**config.mk**
```make
export PLATFORM = sky130hd
export DESIGN_NAME = scb_table
export DESIGN_NICKNAME = d
export VERILOG_FILES = /design/src/rtl/scb_pkg.sv /design/src/rtl/scb_entry.sv /design/src/rtl/scb_table.sv
export SDC_FILE = /design/constraint.sdc
export NUM_CORES = 1
export LEC_CHECK = 0
export ABC_AREA = 1
export CORE_UTILIZATION = 55
export CTS_CLUSTER_DIAMETER = 200
export DETAILED_ROUTE_END_ITERATION = 8
export PLACE_DENSITY = 0.77
export SLEW_MARGIN = 20
export SYNTH_ARGS = -nofsm -noshare
export SYNTH_HDL_FRONTEND = slang
export SYNTH_SLANG_ARGS = --single-unit
```
**constraint.sdc**
```tcl
create_clock -name clk -period 2.3 [get_ports clk]
set_input_delay 0.345 -clock clk [delete_from_list [all_inputs] [get_ports clk]]
set_output_delay 0.345 -clock clk [all_outputs]
set_load 0.03 [all_outputs]
```
**src/rtl/scb_pkg.sv**
```systemverilog
// scb_table shared package: default widths, entry bundle type and
// a lowest-set-bit helper used by the insert and write-back encoders.
package scb_pkg;

  localparam int NUM_CELLS_D = 8;
  localparam int W_PIP_D     = 2;
  localparam int W_PA_RX_D   = 5;
  localparam int W_STATE_D   = 7;
  localparam int LSB_W       = 64;

  typedef struct packed {
    logic                 inused;
    logic [W_PIP_D-1:0]   pip;
    logic [W_PA_RX_D-1:0] rd;
    logic [W_STATE_D-1:0] state;
  } scb_entry_t;

  function automatic int lsb_idx(input logic [LSB_W-1:0] v);
    lsb_idx = 0;
    for (int i = LSB_W - 1; i >= 0; i--) begin
      if (v[i]) lsb_idx = i;
    end
  endfunction

endpackage

```
**src/rtl/scb_entry.sv**
```systemverilog
// scb_table entry: in-use flag plus pip/rd/countdown fields.
// Flush wins over load; load wins over write-back free.
module scb_entry
  import scb_pkg::*;
#(
  parameter int W_PIP   = W_PIP_D,
  parameter int W_PA_RX = W_PA_RX_D,
  parameter int W_STATE = W_STATE_D
) (
  input  logic               clk,
  input  logic               rst_n,
  input  logic               load,
  input  logic               free,
  input  logic               flush,
  input  logic [W_PIP-1:0]   ld_pip,
  input  logic [W_PA_RX-1:0] ld_rd,
  input  logic [W_STATE-1:0] ld_lat,
  output logic               inused,
  output logic [W_PIP-1:0]   pip,
  output logic [W_PA_RX-1:0] rd,
  output logic [W_STATE-1:0] state
);

  // occupancy flag, the only field that is reset
  always_ff @(posedge clk or negedge rst_n) begin
    if (!rst_n)     inused <= 1'b0;
    else if (flush) inused <= 1'b0;
    else if (load)  inused <= 1'b1;
    else if (free)  inused <= 1'b0;
  end

  // payload load and countdown; holds at zero until freed
  always_ff @(posedge clk) begin
    if (load) begin
      pip   <= ld_pip;
      rd    <= ld_rd;
      state <= ld_lat;
    end else if (inused && state != '0) begin
      state <= state - 1'b1;
    end
  end

endmodule

```
**src/rtl/scb_table.sv**
```systemverilog
// scb_table: N-entry issue scoreboard with write-back arbitration,
// RAW and write-back hazard detection. Optional: SCB_OCC_CNT_EN.
module scb_table
  import scb_pkg::*;
#(
  parameter int NUM_CELLS = NUM_CELLS_D,
  parameter int W_PIP     = W_PIP_D,
  parameter int W_PA_RX   = W_PA_RX_D,
  parameter int W_STATE   = W_STATE_D,
  parameter int W_IDX     = $clog2(NUM_CELLS)
) (
  input  logic               clk,
  input  logic               rst_n,
  input  logic               i_flush,
  input  logic               i_ins_valid,
  output logic               o_ins_ready,
  input  logic [W_PIP-1:0]   i_ins_pip,
  input  logic [W_PA_RX-1:0] i_ins_rd,
  input  logic [W_STATE-1:0] i_ins_lat,
  output logic [W_IDX-1:0]   o_ins_idx,
  output logic               o_wb_valid,
  input  logic               i_wb_ready,
  output logic [W_PIP-1:0]   o_wb_pip,
  output logic [W_PA_RX-1:0] o_wb_rd,
  output logic [W_IDX-1:0]   o_wb_idx,
  input  logic [W_PA_RX-1:0] i_rs0,
  input  logic [W_PA_RX-1:0] i_rs1,
  output logic               o_raw0,
  output logic               o_raw1,
  output logic               o_full,
`ifdef SCB_OCC_CNT_EN
  output logic [W_IDX:0]     o_occ,
`endif
  output logic               o_hz_wb
);

  logic [NUM_CELLS-1:0] used;
  logic [NUM_CELLS-1:0] cand;
  logic [NUM_CELLS-1:0] load;
  logic [NUM_CELLS-1:0] free;
  logic [NUM_CELLS-1:0] hz_hit;
  logic [NUM_CELLS-1:0] raw0_hit;
  logic [NUM_CELLS-1:0] raw1_hit;

  logic [W_PIP-1:0]   pip   [NUM_CELLS];
  logic [W_PA_RX-1:0] rd    [NUM_CELLS];
  logic [W_STATE-1:0] state [NUM_CELLS];

  logic ins_acc;
  logic wb_acc;

  for (genvar g = 0; g < NUM_CELLS; g++) begin : g_cell
    scb_entry #(
      .W_PIP   (W_PIP),
      .W_PA_RX (W_PA_RX),
      .W_STATE (W_STATE)
    ) u_entry (
      .clk    (clk),
      .rst_n  (rst_n),
      .load   (load[g]),
      .free   (free[g]),
      .flush  (i_flush),
      .ld_pip (i_ins_pip),
      .ld_rd  (i_ins_rd),
      .ld_lat (i_ins_lat),
      .inused (used[g]),
      .pip    (pip[g]),
      .rd     (rd[g]),
      .state  (state[g])
    );

    assign cand[g]     = used[g] & (state[g] == '0);
    assign hz_hit[g]   = used[g] & (state[g] == i_ins_lat);
    assign raw0_hit[g] = used[g] & (rd[g] == i_rs0);
    assign raw1_hit[g] = used[g] & (rd[g] == i_rs1);
    assign load[g]     = ins_acc & (o_ins_idx == W_IDX'(g));
    assign free[g]     = wb_acc & (o_wb_idx == W_IDX'(g));
  end

  assign o_ins_idx   = W_IDX'(lsb_idx(LSB_W'(~used)));
  assign o_full      = &used;
  assign o_hz_wb     = |hz_hit;
  assign o_ins_ready = i_ins_valid & ~o_full & ~o_hz_wb & ~i_flush;
  assign ins_acc     = o_ins_ready;

  assign o_wb_idx    = W_IDX'(lsb_idx(LSB_W'(cand)));
  assign o_wb_valid  = |cand;
  assign o_wb_pip    = o_wb_valid ? pip[o_wb_idx] : '0;
  assign o_wb_rd     = o_wb_valid ? rd[o_wb_idx] : '0;
  assign wb_acc      = o_wb_valid & i_wb_ready;

  assign o_raw0 = (i_rs0 != '0) & (|raw0_hit);
  assign o_raw1 = (i_rs1 != '0) & (|raw1_hit);

`ifdef SCB_OCC_CNT_EN
  localparam int W_OCC = W_IDX + 1;

  // occupancy counter tracking accepted inserts and freed entries
  always_ff @(posedge clk or negedge rst_n) begin
    if (!rst_n)       o_occ <= '0;
    else if (i_flush) o_occ <= '0;
    else              o_occ <= o_occ + W_OCC'(ins_acc) - W_OCC'(wb_acc);
  end

  a_occ : assert property (@(posedge clk) disable iff (!rst_n)
    int'(o_occ) == $countones(used));
`endif

endmodule

```
==> metrics.txt <==
Setup Viol. Count Final 191; fin nets 1388; initial antenna violation count 0; Avg Vias per Cell 6.45; Final ANT Viol Nets 0; cells after synthesis 1035; chip height 127 µm; Critical Path Start Type flop; maxcap violations 0; multi-input logic area 4920 µm²; core outline area 15300 µm²; Critical Path AT 2940 ps; crit path from g_cell[4].u_entry.state[0]; highest fanout seen on the critical path 7; status finished with violations; H-tree depth 4; via count 10113; pin count of the biggest net entering global routing 38; Wirelength per Cell 23.1 µm; gpl congestion 0.987; Switch Pwr 1.92 mW; leakage 5.84 nW; first-pass GRT wire length 47400 µm; row cnt 45; Synth cell types 50; fin crit period 3280 ps; Worst R2R Start g_cell[4].u_entry.state[0]; Seq/Total Area, Yosys 41.3%; Comb pwr share 18.0%; sequential share of power 39.9%; # fillers 781; Synth Warn # 0; fin crit share 143%; RSZ-0062 raised after global routing yes; drt drc 0; post-route setup slack -983 ps; Initial Utilization 56.6%; Peak supply drop 0.581 mV; failing checks setup timing; Req. time, crit path 1960 ps; Layout area overhead 49.6%; Clock power frac 42.1%; TritonCTS clock tree yes; clk sinks 120; vias in the first global route 8831; Setup CP Type flop to output pin; total CTS buffers 17; GRT Overall Usage 39.5%; PD cells 490 nW/µm²; metal3 WL 4700 µm; DR top layer met4; Net Sw Frac 30.3%; die area 16200 µm²; fmax 0.305 GHz; setup TNS -50750 ps; Worst Tran Pin Value 577 ps; die width 127 µm; Clock Path Buffers 2; Internal 4.41 mW; DRT Wirelength 36200 µm; Rel. slew slack 61.1%; Post-Syn Area 8640 µm²; Seq. cell area 3570 µm²; crit end category output pin; Inserted Diodes 0; Final Hold Viols 0; Clk Latency, worst-skew pair 440 ps; Reg clk slew, reported paths 70 ps; Synthesized Nets 1078; I/O pin total 48; share of post-route cells with drive strength above 1 40.7%; Pre-antenna DRT Iters 7; Avg Cell Area, Syn 8.34 µm²; WL met2 16100 µm; Hold Slack 229 ps; root buffer cell clkbuf_16; clk_skew 8.34 ps; detailed placement HPWL 21200 µm; Max Slew Vio Count 0; WL met1 13000 µm; initial drt markers 1737; #FFs+latches synth 120; total power 6.33 mW; GR Overflow Total 0; Port Buffer Count 47; HP Class input port to async pin
[final cells by class]
type	count	area share, %
repair buffers	333	23.7
inverters	135	4.12
well taps	211	2.04
clock inverters	15	1.16
flip-flops and latches	120	27.6
multi-input cells	738	38.1
clock buffers	17	3.29
[kinds of logic (layout without fill, tap and decap cells)]
| kind of cell | after synthesis | count (layout) | synth area share, % |
|---|---|---|---|
| flip-flops | 120 | 120 | 41.3 |
| buffers and inverters | 178 | 500 | 9.24 |
| AND/OR/NAND/NOR | 511 | 512 | 29.3 |
| XOR/XNOR | 85 | 85 | 8.62 |
| adder cells (fa/ha/maj) | 14 | 14 | 2.03 |
| AO/OA/AOI/OAI | 127 | 127 | 9.55 |
[timing repair]
action                     CTS  global route
hold buffers                 0             0
pin swaps                   46            62
setup endpoints to repair   85           195
buffers inserted            48            36
cloned                       2             2
gates resized for setup    120           185
[worst max-delay path, cell delays in order, from the launching register on]
cell and delay, ps:
edfxtp_1 430, inv_1 110, ha_1 150, inv_1 80, nor2_2 110, nand4_1 190
nand2_2 170, inv_1 70, nand2_2 110, a21oi_4 100, buf_12 160, nor2_4 260
inv_4 100, nor2_2 110, nor2_1 40, nand2_1 90, nand2_1 80, buf_6 140
[through the flow]
step / area (µm²) / cells / util (%) / worst slack (ps)
2_1_floorplan: 8690 / 1035 / - / -113
6_report: 12900 / 1569 / 84.7 / -983
5_1_grt: 12900 / 1569 / 84.7 / -1100
3_3_place_gp: 10900 / 1465 / 71.3 / -448
3_5_place_dp: 10900 / 1465 / 71.3 / -484
4_1_cts: 12200 / 1545 / 79.7 / -811
[cells in the mapped netlist (all sizes together)]
master	number	area, µm²
nand2	268	1060
inv	133	502
edfxtp	112	3360
nand4	90	569
nor2	82	417
xor2	50	438
nand3	38	280
buf	35	259
xnor2	35	307
o22ai	28	175
a21oi	27	150
o21ai	27	135
a221oi	16	140
o211ai	15	113
ha	14	175
nor3	14	75.1
clkbuf	8	30.0
dfrtp	8	200
nor4	8	56.3
a211oi	6	45.0
or2	6	37.5
nand3b	4	30.0
o2111ai	4	35.0
clkinv	2	7.51
a2111oi	1	8.76
a21boi	1	7.51
a31oi	1	6.26
and3	1	6.26
o22a	1	8.76
[flip-flops by register name (all words and copies together) (netlist names)]
signal	count
g_cell.u_entry.state	56
g_cell.u_entry.rd	40
g_cell.u_entry.pip	16
g_cell.u_entry.inused	8
[layout by cell type, fill, tap and decap left out, types with 27 or more instances in the layout]
cell type,synthesis,final
buf_4,9,205
nand3_1,29,28
buf_6,9,75
nand2_2,6,79
xnor2_1,35,34
inv_2,7,32
o22ai_1,28,27
nor2_1,64,49
inv_1,125,96
nand4_1,89,89
xor2_1,50,50
edfxtp_1,112,112
nand2_1,257,176
[per-layer routing]
layer | global-route usage [%] | up-vias
li1 | - | 4200
met1 | 52.5 | 4669
met2 | 61.1 | 960
met3 | 8.46 | 284
met4 | 19.5 | 0
met5 | 0 | -
[power groups by stage]
stage          clock network, mW  registers, mW  logic [mW]
2_1_floorplan                  0           2.57       0.483
3_3_place_gp                   0           2.56       0.909
3_5_place_dp                   0           2.56       0.923
4_1_cts                     2.62           2.52       0.984
5_1_grt                     2.71           2.53        1.20
6_report                    2.67           2.53        1.14
[path summary, 6_finish.rpt]
kind,to,slack (ps),cells past startpoint
setup / recovery,o_wb_rd[3],-980,17
hold / removal,g_cell[0].u_entry.inused,230,1
setup reg to reg,g_cell[5].u_entry.inused,-650,18
hold reg to reg,g_cell[0].u_entry.inused,690,2
max in group asynchronous,g_cell[3].u_entry.inused,1720,1
min in group clk,g_cell[7].u_entry.state[0],490,3
Note: power is estimated with default switching activity, not from simulation.
